`config.mk`:
```
export PLATFORM = sky130hd
export DESIGN_NAME = key_scheduler_flat
export DESIGN_NICKNAME = d
export VERILOG_FILES = /design/src/rtl/piano_pkg.sv /design/src/rtl/key_scheduler_if.sv /design/src/rtl/key_debouncer.sv /design/src/rtl/key_scheduler.sv /design/src/flat_wrapper.sv
export SDC_FILE = /design/constraint.sdc
export NUM_CORES = 1
export LEC_CHECK = 0
export ABC_AREA = 0
export CORE_ASPECT_RATIO = 0.7
export CORE_MARGIN = 1.5
export CORE_UTILIZATION = 50
export DETAILED_ROUTE_END_ITERATION = 16
export GPL_ROUTABILITY_DRIVEN = 0
export PLACE_DENSITY = 0.69
export SLEW_MARGIN = 25
export SYNTH_ARGS = -nofsm -noshare
export SYNTH_HDL_FRONTEND = slang
export SYNTH_SLANG_ARGS = --single-unit
```
`constraint.sdc`:
```
create_clock -name clk -period 2.2 [get_ports clk]
set_clock_uncertainty 0.2 [all_clocks]
set_input_delay 0.44 -clock clk [delete_from_list [all_inputs] [get_ports clk]]
set_output_delay 0.44 -clock clk [all_outputs]
set_load 0.05 [all_outputs]
```
`src/rtl/piano_pkg.sv`:
```
// Shared key/octave types, FSM states and priority helpers for the piano key scheduler.
// Pure declarations; no timing or flow control of its own.
package piano_pkg;
  localparam int NUM_KEYS = 7;
  localparam int NUM_OCT  = 4;

  typedef logic [2:0] key_t;
  typedef logic [1:0] oct_t;
  typedef enum logic [1:0] {IDLE, PLAY, GAP} state_t;

  // Lowest set key index wins; returns 0 for an empty vector.
  function automatic key_t lowest_key(input logic [NUM_KEYS-1:0] v);
    key_t k;
    k = '0;
    for (int i = NUM_KEYS - 1; i >= 0; i--) begin
      if (v[i]) k = key_t'(i);
    end
    return k;
  endfunction

  // Button i selects octave NUM_OCT-1-i; the highest rising i wins.
  function automatic oct_t top_octave(input logic [NUM_OCT-1:0] rise);
    oct_t o;
    o = '0;
    for (int i = 0; i < NUM_OCT; i++) begin
      if (rise[i]) o = oct_t'(NUM_OCT - 1 - i);
    end
    return o;
  endfunction
endpackage

```
`src/rtl/key_scheduler_if.sv`:
```
// Raw keyboard inputs and the monophonic note request towards the tone generator.
// Plain level signals; no handshake or backpressure.
interface key_scheduler_if;
  import piano_pkg::*;

  logic [NUM_KEYS-1:0] sw_bus;
  logic [NUM_OCT-1:0]  note_bus;
  key_t                note_idx;
  oct_t                octave;
  logic                note_valid;
  logic                note_change;

  modport master (output sw_bus, note_bus,
                  input  note_idx, octave, note_valid, note_change);
  modport slave  (input  sw_bus, note_bus,
                  output note_idx, octave, note_valid, note_change);
endinterface

```
`src/rtl/key_debouncer.sv`:
```
// One-bit 2-flop synchroniser plus debounce counter; level flips after DEB_CYCLES stable cycles.
// Latency 2 + DEB_CYCLES cycles from a stable raw edge to level/rise/fall; no backpressure.
module key_debouncer #(
  parameter int DEB_CYCLES = 500000
) (
  input  logic clk,
  input  logic rst,
  input  logic raw,
  output logic level,
  output logic rise,
  output logic fall
);
  localparam int CW = (DEB_CYCLES > 1) ? $clog2(DEB_CYCLES) : 1;

  logic          sync1;
  logic          sync2;
  logic [CW-1:0] cnt;

  // rise/fall are registered so they coincide with the cycle level changes.
  always_ff @(posedge clk) begin
    if (rst) begin
      sync1 <= 1'b0;
      sync2 <= 1'b0;
      level <= 1'b0;
      rise  <= 1'b0;
      fall  <= 1'b0;
      cnt   <= '0;
    end else begin
      sync1 <= raw;
      sync2 <= sync1;
      rise  <= 1'b0;
      fall  <= 1'b0;
      if (sync2 == level) begin
        cnt <= '0;
      end else if (cnt == CW'(DEB_CYCLES - 1)) begin
        level <= sync2;
        rise  <= sync2;
        fall  <= ~sync2;
        cnt   <= '0;
      end else begin
        cnt <= cnt + 1'b1;
      end
    end
  end
endmodule

```
`src/rtl/key_scheduler.sv`:
```
// Debounces keys/octave buttons and arbitrates them into one note with last-note priority and a re-trigger gap.
// Press-to-note latency 2 + DEB_CYCLES + 1 cycles; outputs are free-running levels with no backpressure.
module key_scheduler
  import piano_pkg::*;
#(
  parameter int DEB_CYCLES = 500000,
  parameter int GAP_CYCLES = 2500
) (
  input logic            clk,
  input logic            rst,
  key_scheduler_if.slave bus
);
  localparam int NUM_IN = NUM_KEYS + NUM_OCT;
  localparam int GW     = $clog2(GAP_CYCLES + 1);

  logic [NUM_IN-1:0]   raw_in;
  logic [NUM_IN-1:0]   deb_level;
  logic [NUM_IN-1:0]   deb_rise;
  logic [NUM_IN-1:0]   deb_fall;
  logic [NUM_KEYS-1:0] key_held;
  logic [NUM_KEYS-1:0] key_new;
  logic [NUM_OCT-1:0]  oct_new;
  logic                unused_deb;

  assign raw_in = {bus.sw_bus, bus.note_bus};

  for (genvar i = 0; i < NUM_IN; i++) begin : g_deb
    key_debouncer #(.DEB_CYCLES(DEB_CYCLES)) u_deb (
      .clk   (clk),
      .rst   (rst),
      .raw   (raw_in[i]),
      .level (deb_level[i]),
      .rise  (deb_rise[i]),
      .fall  (deb_fall[i])
    );
  end

  // Key k lives on sw_bus[6-k], which sits above the octave bits in raw_in.
  for (genvar k = 0; k < NUM_KEYS; k++) begin : g_map
    assign key_held[k] = deb_level[NUM_IN - 1 - k];
    assign key_new[k]  = deb_rise[NUM_IN - 1 - k];
  end
  assign oct_new    = deb_rise[NUM_OCT-1:0];
  assign unused_deb = |{deb_fall, deb_level[NUM_OCT-1:0]};

  logic    any_new;
  logic    any_held;
  key_t    new_key;
  key_t    held_key;

  assign any_new  = |key_new;
  assign any_held = |key_held;
  assign new_key  = lowest_key(key_new);
  assign held_key = lowest_key(key_held);

  state_t        state;
  state_t        state_nxt;
  key_t          pend;
  key_t          pend_nxt;
  key_t          idx_nxt;
  oct_t          oct_nxt;
  logic [GW-1:0] gap_cnt;
  logic [GW-1:0] gap_nxt;
  logic          valid_nxt;
  logic          change_nxt;

  always_ff @(posedge clk) begin
    if (rst) begin
      state           <= IDLE;
      pend            <= '0;
      gap_cnt         <= '0;
      bus.note_idx    <= '0;
      bus.octave      <= '0;
      bus.note_valid  <= 1'b0;
      bus.note_change <= 1'b0;
    end else begin
      state           <= state_nxt;
      pend            <= pend_nxt;
      gap_cnt         <= gap_nxt;
      bus.note_idx    <= idx_nxt;
      bus.octave      <= oct_nxt;
      bus.note_valid  <= valid_nxt;
      bus.note_change <= change_nxt;
    end
  end

  always_comb begin
    state_nxt = state;
    pend_nxt  = pend;
    gap_nxt   = gap_cnt;
    idx_nxt   = bus.note_idx;
    oct_nxt   = (|oct_new) ? top_octave(oct_new) : bus.octave;
    case (state)
      IDLE: begin
        if (any_new) begin
          state_nxt = PLAY;
          idx_nxt   = new_key;
        end
      end
      PLAY: begin
        if (any_new) begin
          state_nxt = GAP;
          pend_nxt  = new_key;
          gap_nxt   = '0;
        end else if (!key_held[bus.note_idx]) begin
          if (any_held) begin
            state_nxt = GAP;
            pend_nxt  = held_key;
            gap_nxt   = '0;
          end else begin
            state_nxt = IDLE;
          end
        end
      end
      GAP: begin
        // A fresh press during the gap retargets it and restarts the silence.
        if (any_new) begin
          pend_nxt = new_key;
          gap_nxt  = '0;
        end else if (gap_cnt == GW'(GAP_CYCLES - 1)) begin
          if (key_held[pend]) begin
            state_nxt = PLAY;
            idx_nxt   = pend;
          end else if (any_held) begin
            state_nxt = PLAY;
            idx_nxt   = held_key;
          end else begin
            state_nxt = IDLE;
          end
        end else begin
          gap_nxt = gap_cnt + 1'b1;
        end
      end
      default: state_nxt = IDLE;
    endcase
  end

  always_comb begin
    valid_nxt  = (state_nxt == PLAY);
    change_nxt = valid_nxt && (!bus.note_valid || (idx_nxt != bus.note_idx) ||
                               (oct_nxt != bus.octave));
  end
endmodule
```
`src/flat_wrapper.sv`:
```
// flat-port wrapper written by rule: the top's interface ports become plain ports
module key_scheduler_flat import piano_pkg::*;
#(
  parameter int DEB_CYCLES = 500000,
  parameter int GAP_CYCLES = 2500
)
  (clk, rst, bus_sw_bus, bus_note_bus, bus_note_idx, bus_octave, bus_note_valid, bus_note_change);
  key_scheduler_if bus_i ();
  input logic clk;
  input logic rst;
  input wire logic [$bits(bus_i.sw_bus)-1:0] bus_sw_bus;
  input wire logic [$bits(bus_i.note_bus)-1:0] bus_note_bus;
  output wire logic [$bits(bus_i.note_idx)-1:0] bus_note_idx;
  output wire logic [$bits(bus_i.octave)-1:0] bus_octave;
  output wire logic [$bits(bus_i.note_valid)-1:0] bus_note_valid;
  output wire logic [$bits(bus_i.note_change)-1:0] bus_note_change;
  assign bus_i.sw_bus = bus_sw_bus;
  assign bus_i.note_bus = bus_note_bus;
  assign bus_note_idx = bus_i.note_idx;
  assign bus_octave = bus_i.octave;
  assign bus_note_valid = bus_i.note_valid;
  assign bus_note_change = bus_i.note_change;
  key_scheduler #(.DEB_CYCLES(DEB_CYCLES), .GAP_CYCLES(GAP_CYCLES)) u_core (.clk(clk), .rst(rst), .bus(bus_i));
endmodule
```
# Yosys cells after proc, flatten, opt, wreduce, memory -nomap -nowiden
# Index checks and enable logic that the tools add are counted.
dict set report op_classes {
  addsub 12
  n_lt_le_gt_ge 2
  n_eq_ne 32
  n_mux 49
  bitwise_logic 22
  reduce_logical 44
}
# cell n
set ops {}
lappend ops {{19-bit by 1-bit adder with 19-bit output, second input constant} 11}
lappend ops {{19-bit equality test, second input constant} 11}
lappend ops {{3-bit two-way mux} 23}
lappend ops {{3-bit OR reduction} 22}
lappend ops {{12-bit two-way mux} 5}
lappend ops {{2-bit two-way mux} 12}
lappend ops {{12-bit one-hot mux with 2 select lines} 1}
lappend ops {{1-bit inverter} 22}
lappend ops {{2-bit AND reduction} 11}
lappend ops {{7-bit OR reduction} 2}
lappend ops {{12-bit by 1-bit adder with 12-bit output, second input constant} 1}
lappend ops {{12-bit equality test, second input constant} 1}
lappend ops {{3-bit one-hot mux with 2 select lines} 2}
lappend ops {{1-bit equality test} 11}
lappend ops {{3-bit by 4-bit less-than comparator with 1-bit output, second input constant} 2}
lappend ops {{4-bit AND reduction} 2}
lappend ops {{1-bit binary-select mux with 3-bit select} 2}
lappend ops {{3-bit by 2-bit != test with 1-bit output, second input constant} 2}
lappend ops {{2-bit one-hot mux with 3 select lines} 1}
lappend ops {{2-bit by 1-bit equality test with 1-bit output, second input constant} 2}
lappend ops {{4-bit OR reduction} 1}
lappend ops {{1-bit two-way mux} 3}
lappend ops {{3-bit by 1-bit != test with 1-bit output, second input constant} 1}
lappend ops {{3-bit != test} 1}
lappend ops {{other kinds (8)} 9}
dict set report totals {
  regBits 277
  inputBits 13
  out_inout_bits 7
  word_cells 223
}

# Depth between registers and ports, before layout
# Gate-level depths: netlist of run 1.
dict set report depth {
  word_depth 16
  depth_mapped 8
  mapped_depth_nobuf 8
}

# Hierarchy
# From an unflattened synthesis of run 1, not the netlist that was laid out.
dict set report hier_totals {
  cells_unflattened 1502
  area_unflattened_um2 13337.8
}
# mod instances cells_each area_each_um2 seq_area_each_um2
set modules_own_cells {}
lappend modules_own_cells {key_debouncer 11 117 1057.3 480.5}
lappend modules_own_cells {key_scheduler 1 215 1707.9 480.5}

# Worst setup path before layout of run 1
# OpenSTA, ideal clock, no wires.
dict set report synth_timing {
  path_kind {reg-to-reg}
  start {register u_core.bus.note_idx[0]}
  end {register u_core.gap_cnt[10]}
  setup_ns 0.066
  arrival_ns 2.287
  required_time_ns 1.934
  setup_slack_ns -0.353
  stages_incl_launch_ff 9
  cell_sequence {dfxtp_1 -> buf_6 -> mux2i_1 -> mux4_2 -> a211o_1 -> buf_6 -> a31o_4 -> buf_6 -> a21oi_2}
}
dict set report synth_between {
  elab_chain_len 4
}
# element line
set synth_lines {}
lappend synth_lines {{from (decl)} key_scheduler_if.sv:16} ;# output note_idx, octave, note_valid, note_change);
lappend synth_lines {{from (signal assigned)} key_scheduler.sv:80} ;# bus.note_idx <= idx_nxt;
lappend synth_lines {{1-bit binary-select mux with 3-bit select} key_scheduler.sv:105} ;# end else if (!key_held[bus.note_idx]) begin
lappend synth_lines {{1-bit two-way mux (not written as such)} key_scheduler.sv:105}
lappend synth_lines {{3-bit by 2-bit != test with 1-bit output (no line)} --}
lappend synth_lines {{4-bit AND reduction (no line)} --}
lappend synth_lines {{to (signal assigned)} key_scheduler.sv:79} ;# gap_cnt <= gap_nxt;
lappend synth_lines {{to (decl)} key_scheduler.sv:62} ;# logic [GW-1:0] gap_cnt;
# No other way between the ends. The select of a mux whose other input is x is not followed.
# A chain may end at the register's enable or synchronous reset.

# Worst setup path after layout of run 1
dict set report layout_timing {
  start {register u_core.bus.note_idx[0]}
  end {register u_core.bus.note_change}
}
dict set report layout_between {
  elab_chain_len 9
}
# element line
set layout_lines {}
lappend layout_lines {{parallel branches: the longest is 8 deep, another holds 1-bit binary-select mux with 3-bit select} --}
lappend layout_lines {{1-bit logical AND (*)} key_scheduler.sv:140} ;# change_nxt = valid_nxt && (!bus.note_valid || (idx_nxt != bus.note_idx) ||
lappend layout_lines {{to (signal assigned)} key_scheduler.sv:83} ;# bus.note_change <= change_nxt;
lappend layout_lines {{to (decl)} key_scheduler_if.sv:16}
# Mark *: on every way between the ends. The select of a mux whose other input is x is not followed.

==> results of run 1 <==
[cells in the final DEF (no fill, tap or decap), types with 3 or more instances in the layout]
| cell | netlist | final |
|---|---|---|
| buf_4 | 2 | 76 |
| mux2i_1 | 23 | 23 |
| and4_1 | 14 | 14 |
| ha_1 | 16 | 15 |
| a31o_2 | 3 | 3 |
| nand4_1 | 43 | 43 |
| nor4_2 | 0 | 3 |
| clkbuf_1 | 22 | 5 |
| nand2_1 | 80 | 79 |
| dfxtp_2 | 0 | 11 |
| a31oi_1 | 3 | 3 |
| nor3_2 | 0 | 3 |
| o31ai_1 | 3 | 3 |
| nand3_1 | 95 | 93 |
| clkbuf_16 | 0 | 27 |
| a21oi_1 | 16 | 14 |
| nor4b_1 | 16 | 15 |
| and3_1 | 38 | 38 |
| and2_1 | 12 | 12 |
| or3_1 | 15 | 13 |
| nand2b_1 | 11 | 10 |
| nor3_1 | 31 | 28 |
| o21ai_0 | 12 | 12 |
| xor2_1 | 113 | 113 |
| xnor2_1 | 89 | 89 |
| dfxtp_1 | 277 | 265 |
| clkinv_2 | 0 | 9 |
| nor4_1 | 16 | 13 |
| or2_2 | 7 | 6 |
| buf_12 | 0 | 3 |
| a21oi_2 | 1 | 3 |
| inv_1 | 33 | 33 |
| nor2b_1 | 30 | 30 |
| o31a_1 | 3 | 3 |
| or4_4 | 1 | 3 |
| clkdlybuf4s50_1 | 0 | 11 |
| clkinvlp_4 | 0 | 3 |
| nor2_1 | 305 | 302 |
[per-layer routing]
| metal | share of wire, % | global-route usage, % | wire length (um) |
|---|---|---|---|
| met1 | 53 | 28.0 | 12400 |
| met2 | 41 | 27.1 | 9510 |
| met3 | 4.0 | 2.85 | 921 |
| met5 | 0 | 0 | 0 |
| met4 | 1.6 | 4.01 | 380 |
[layout make-up]
class | count | area share (%)
Clock inverter | 15 | 0.965
Inverter | 34 | 0.903
Timing Repair Buffer | 93 | 5.42
Multi-Input combinational cell | 1037 | 45.4
Tap cell | 318 | 2.81
Clock buffer | 34 | 5.11
Sequential cell | 277 | 39.3
[stage by stage]
| step | std cells | total power (uW) |
|---|---|---|
| 6_report | 1808 | 9660 |
| 5_1_grt | 1808 | 10000 |
| 4_1_cts | 1804 | 9780 |
| 3_5_place_dp | 1755 | 5300 |
| 3_3_place_gp | 1755 | 5290 |
| 2_1_floorplan | 1388 | 5240 |
[timing repair]
item	CTS	global route
cloned	0	0
setup buffers	0	4
gates resized for setup	9	31
pin swaps	1	9
hold buffers	0	0
setup endpoints to repair	13	92
[kinds of logic (layout without fill, tap and decap cells)]
| family | count (synthesis) | in the layout | synth area share [%] |
|---|---|---|---|
| simple gates | 730 | 730 | 29.4 |
| flops | 277 | 277 | 45.7 |
| mux | 26 | 26 | 2.36 |
| buf+inv | 74 | 176 | 2.64 |
| xor+xnor | 202 | 202 | 14.6 |
| compound gates | 63 | 63 | 3.68 |
| fa+ha+maj | 16 | 16 | 1.65 |
[flip-flops by register name (all words and copies together) (netlist names)]
register / count
u_core.g_deb.u_deb.level: 11
u_core.g_deb.u_deb.sync2: 11
u_core.gap_cnt: 12
u_core.state: 2
u_core.bus.octave: 2
u_core.bus.note_valid: 1
u_core.bus.note_change: 1
u_core.g_deb.u_deb.rise: 11
u_core.g_deb.u_deb.cnt: 209
u_core.bus.note_idx: 3
u_core.g_deb.u_deb.sync1: 11
u_core.pend: 3
[power by group]
part,leakage (uW),internal (uW),switching (uW)
Combinational,0.00216,59.1,71.6
Sequential,0.00224,5040,13.9
Clock,0.000421,2560,1920
Total,0.00482,7660,2000
[critical path, stage by stage, from the launching register on]
cell	delay [ps]
dfxtp_4	370
nand2b_4	140
mux4_2	550
buf_6	160
o32a_1	150
a311o_1	380
a311oi_1	240
[how the worst max path moves through the flow]
stage	start	depth (start not counted)	end	slack [ps]
2_1_floorplan	u_core.bus.note_idx[0]	8	u_core.gap_cnt[10]	-60
3_3_place_gp	u_core.bus.note_idx[0]	6	u_core.gap_cnt[10]	-40
3_5_place_dp	u_core.bus.note_idx[0]	6	u_core.gap_cnt[10]	-100
4_1_cts	u_core.bus.note_idx[0]	6	u_core.gap_cnt[10]	8
5_1_grt	u_core.bus.note_idx[0]	6	u_core.bus.note_change	-100
6_report	u_core.bus.note_idx[0]	6	u_core.bus.note_change	-60
==> metrics.md, run 1 <==
| Metric | Value |
|---|---|
| Layout net count | `1499` |
| Final Critical Period | `2260 ps` |
| Pwr dens | `684 nW/um2` |
| Fillers | `2054` |
| Post-synth top cells | `nor2_1 (305), dfxtp_1 (277), xor2_1 (113)` |
| Worst slack, placed | `-98.8 ps` |
| Reg-to-Reg Start | `u_core.bus.note_idx[0]` |
| Synth Warn # | `0` |
| RSZ-0062 raised after global routing | `true` |
| Initial antenna violation count | `0` |
| WS Path Type | `flop to flop` |
| HP Start | `rst` |
| Worst hold slack | `97.9 ps` |
| # DRC | `0` |
| Antenna Violating Nets Remaining | `0` |
| Vias in the first global route | `8405` |
| LEAKAGE | `0.00482 uW` |
| Row count | `47` |
| Post-Syn Area | `12100 um2` |
| Area added between synthesis and finish | `16.5%` |
| Sequential share of the synthesized area | `45.7%` |
| Worst Hold Path EP | `u_core.g_deb[0].u_deb.sync2` |
| Synth Instances | `1388` |
| CP arrival | `2510 ps` |
| Starting Density | `51.2%` |
| Via/cell ratio | `5.13` |
| DR WL/cell | `12.8 um` |
| Hold Vio Cnt, Final | `0` |
| Worst setup EP type | `flop` |
| Final Cycle Share | `103%` |
| Leading area contributor after synthesis | `dfxtp_1` |
| Area of the die | `25200 um2` |
| Routed WL | `23200 um` |
| Vert. Die Dim | `133 um` |
| Post-route setup slack | `-64.8 ps` |
| Clock latency on the worst-skew pair | `530 ps` |
| Final core occ | `59.7%` |
| Total grt overflow | `0` |
| Gr usage total | `18.3%` |
| Multi-input logic area | `6420 um2` |
| Core area | `23700 um2` |
| Worst path required time | `2440 ps` |
| Register area | `5560 um2` |
| Worst Tran Pin Value | `560 ps` |
| First-pass GRT wire length | `39500 um` |
| Ports | `20` |
| Status | `complete, but fails checks` |
| Worst setup SP type | `flop` |
| Number of flops mapped to enable cells by yosys | `0` |
| FF+latch count, synth | `277` |
| Clock Pin Slew Worst Setup and Hold Paths | `60 ps` |
| FF-to-FF End | `u_core.bus.note_change` |
| Asr flop ratio synth | `0%` |
| Largest net degree at the start of global routing | `31` |
| Post-synth cell types | `65` |
| Vias | `9279` |
| Max_slew headroom | `62.4%` |
| CTS tree | `built` |
| Synth Flop Type | `dfxtp_1` |
| Failing checks | `negative setup slack` |
| F_max | `442 MHz` |
| Reg2reg path depth | `6` |
| Design area | `14100 um2` |
| ANT cells | `0` |
| Critical Path Fanout Max | `5` |
| Clk sinks | `277` |
| Syn avg cell area | `8.74 um2` |
| Cts bufs inserted | `27` |
| Top cells by area, synth | `dfxtp_1 (46%), nor2_1 (9.4%), xor2_1 (8.2%), xnor2_1 (6.4%), nand3_1 (3.9%)` |
| Post-Synthesis Net Count | `1417` |
| Placed wire-length estimate | `16100 um` |
| Dominant cell by count in the synthesized netlist | `nor2_1` |
| Final setup viols | `2` |
| Placed inst area | `13100 um2` |
| Clk root buf | `clkbuf_16` |
| TNS Setup | `-96.4 ps` |
| Share of layout cells above drive strength 1 | `12.3%` |
| Max-cap viol count | `0` |
| Max Root-Sink Buffers | `3` |
| Slew Limit Fails | `0` |
| Die width | `189 um` |
| Port Buf Inserts | `19` |
| Reg2reg setup slack | `-60 ps` |
| Cells on Worst Hold Path | `2` |
| Maximum vdd drop | `0.540 mV` |
| Share of the synthesized area in the top cell type | `45.7%` |
| CTS H-tree lvls | `1` |
| Worst min-delay path category | `primary input to flop` |
| DRT Pass-1 Iters | `4` |
| Iter 0 DRT Violations | `520` |
No activity file was read; power rests on OpenSTA's default activity.
==> run 2: changes to the inputs <==
--- a/config.mk
+++ b/config.mk
@@ -11,7 +11,9 @@
 export CORE_UTILIZATION = 50
 export DETAILED_ROUTE_END_ITERATION = 16
 export GPL_ROUTABILITY_DRIVEN = 0
+export MAX_ROUTING_LAYER = met4
 export PLACE_DENSITY = 0.69
+export SETUP_SLACK_MARGIN = 0.05
 export SLEW_MARGIN = 25
 export SYNTH_ARGS = -nofsm -noshare
 export SYNTH_HDL_FRONTEND = slang
==> run 2 against run 1 <==
The flow still finishes with violations (negative setup slack). Critical path depth unchanged. Global-route usage is 0.43 points higher. Hold slack worse by 23 ps.
==> metrics.md, run 2 (synthesis gave the netlist of run 1 again) <==
| Metric | Value |
|---|---|
| Layout net count | `1498 (was 1499)` |
| Final Critical Period | `2220 ps (was 2260 ps)` |
| Maximum vdd drop | `0.539 mV (was 0.540 mV)` |
| Vias in the first global route | `8336 (was 8405)` |
| Worst setup SP type | `flop (unchanged)` |
| Failing checks | `negative setup slack (unchanged)` |
| Area added between synthesis and finish | `17.6% (was 16.5%)` |
| ANT cells | `0 (unchanged)` |
| Row count | `47 (unchanged)` |
| Reg2reg setup slack | `-20 ps (was -60 ps)` |
| # DRC | `0 (unchanged)` |
| Worst path required time | `2440 ps (about the same)` |
| DR WL/cell | `12.6 um (was 12.8 um)` |
| Port Buf Inserts | `19 (unchanged)` |
| Antenna Violating Nets Remaining | `0 (unchanged)` |
| Share of layout cells above drive strength 1 | `12.3% (about the same)` |
| Pwr Total | `9980 uW (was 9660 uW)` |
| Clock Pin Slew Worst Setup and Hold Paths | `60 ps (about the same)` |
| Die width | `189 um (unchanged)` |
| Routed WL | `22700 um (was 23200 um)` |
| Slew Limit Fails | `0 (unchanged)` |
| WS Path Type | `flop to flop (unchanged)` |
| Reg-to-Reg Start | `u_core.bus.note_idx[0] (unchanged)` |
| Multi-input logic area | `6440 um2 (was 6420 um2)` |
| P_int | `8000 uW (was 7660 uW)` |
| Most frequent cells in the layout | `nor2_1 (303), dfxtp_1 (266), xor2_1 (113) (was nor2_1 (302), dfxtp_1 (265), xor2_1 (113))` |
| CTS tree | `built (unchanged)` |
| Critical Path Fanout Max | `5 (unchanged)` |
| First-pass GRT wire length | `39300 um (was 39500 um)` |
| Largest net degree at the start of global routing | `20 (was 31)` |
| Biggest regs | `u_core.g_deb.u_deb.cnt (209), u_core.gap_cnt (12) (unchanged)` |
| Gr usage total | `18.8% (was 18.3%)` |
| Post-route setup slack | `-21.4 ps (was -64.8 ps)` |
| Register area | `5560 um2 (about the same)` |
| Ports | `20 (unchanged)` |
| Fillers | `2019 (was 2054)` |
| Pwr dens | `700 nW/um2 (was 684 nW/um2)` |
| Worst setup EP type | `flop (unchanged)` |
| F_max | `450 MHz (was 442 MHz)` |
| Iter 0 DRT Violations | `554 (was 520)` |
| Clock network power share | `48.0% (was 46.4%)` |
| CTS H-tree lvls | `1 (unchanged)` |
| Placed wire-length estimate | `15900 um (was 16100 um)` |
| Vias | `9294 (was 9279)` |
| Sequential Power Share | `50.6% (was 52.3%)` |
| Final setup viols | `1 (was 2)` |
| TNS Setup | `-21.4 ps (was -96.4 ps)` |
| Clk sinks | `277 (unchanged)` |
| Starting Density | `51.2% (unchanged)` |
| Worst Tran Pin Value | `597 ps (was 560 ps)` |
| RSZ-0062 raised after global routing | `true (unchanged)` |
| CP arrival | `2470 ps (was 2510 ps)` |
| DRT Pass-1 Iters | `5 (was 4)` |
| Vert. Die Dim | `133 um (unchanged)` |
| Biggest register | `u_core.g_deb.u_deb.cnt (unchanged)` |
| Most common cell after layout, fill and taps aside | `nor2_1 (unchanged)` |
| HP Start | `rst (unchanged)` |
| Status | `complete, but fails checks (unchanged)` |
| Max Root-Sink Buffers | `3 (unchanged)` |
| Core area | `23700 um2 (unchanged)` |
| LEAKAGE | `0.00488 uW (was 0.00482 uW)` |
| Net switching power | `1980 uW (was 2000 uW)` |
| Initial antenna violation count | `0 (unchanged)` |
| Clock latency on the worst-skew pair | `530 ps (about the same)` |
| Hold Vio Cnt, Final | `0 (unchanged)` |
| Cts bufs inserted | `27 (unchanged)` |
| Worst slack, placed | `-44.6 ps (was -98.8 ps)` |
| Via/cell ratio | `5.14 (was 5.13)` |
| Max reg flops | `209 (unchanged)` |
| Worst min-delay path category | `primary input to flop (unchanged)` |
| Final Cycle Share | `101% (was 103%)` |
| Area of the die | `25200 um2 (unchanged)` |
| Sw frac | `19.8% (was 20.7%)` |
| Clk root buf | `clkbuf_16 (unchanged)` |
| Crit path from | `u_core.bus.note_idx[0] (unchanged)` |
| Max-cap viol count | `0 (unchanged)` |
| Combinational power share | `1.4% (about the same)` |
| Max_slew headroom | `59.8% (was 62.4%)` |
| Total grt overflow | `0 (unchanged)` |
==> run 2: cell count changes in the layout (fill, tap and decap cells not counted), sizes merged <==
| cell | delta |
|---|---|
| buf | -2 |
| clkinv | -2 |
| bufinv | +2 |
| or2 | +1 |
| clkinvlp | -2 |
| clkbuf | +3 |
==> run 2: worst max-delay path, stage by stage, from the launching register on <==
cell and delay (ps):
dfxtp_4 360, nand2b_4 130, mux4_2 510, buf_6 150, o32a_1 170, a311o_1 380, a311oi_2 230
==> run 2: per-stage QoR <==
step	std cells	util, %	instance area [um2]	hold WS, ps
floorplan	1388	-	12200	213
global placement	1753	55.4	13100	216
detailed placement	1753	55.4	13100	220
CTS	1804	59.6	14100	64.8
global route	1808	60.2	14300	80.9
finish	1808	60.2	14300	75.3
==> run 2: what timing repair did <==
item | 4_1_cts | 5_1_grt
setup buffers | 1 | 3
cloned | 0 | 1
hold buffers | 0 | 0
gates resized for setup | 12 | 28
setup endpoints to repair | 15 | 47
pin swaps | 0 | 7
==> run 2: power groups by stage <==
stage | logic [uW] | registers, uW | clock network [uW]
after global placement | 136 | 5170 | 0
after CTS | 137 | 5050 | 4920
after global routing | 152 | 5050 | 5140
final | 136 | 5050 | 4790
after floorplan | 76.9 | 5160 | 0
after detailed placement | 137 | 5170 | 0
==> run 2: metal layers <==
layer / GRT usage [%] / wire length [um] / up-vias
met1: 28.5 / 12300 / 4260
li1: - / - / 4863
met5: - / 0 / -
met4: 3.53 / 331 / 0
met2: 26.4 / 9190 / 146
met3: 2.69 / 889 / 25
==> run 2: final timing paths <==
check                                  to  cells past startpoint
max reg2reg        u_core.bus.note_change                      6
min           u_core.g_deb[9].u_deb.sync1                      2
min reg2reg  u_core.g_deb[10].u_deb.sync2                      1
max                u_core.bus.note_change                      6
==> run 2: cell type report <==
cell class	count	share of cell area, %
repair buffers	91	5.61
flip-flops and latches	277	39.0
inverters	34	0.895
clock buffers	37	5.35
well taps	318	2.79
multi-input cells	1038	45.2
clock inverters	13	1.20
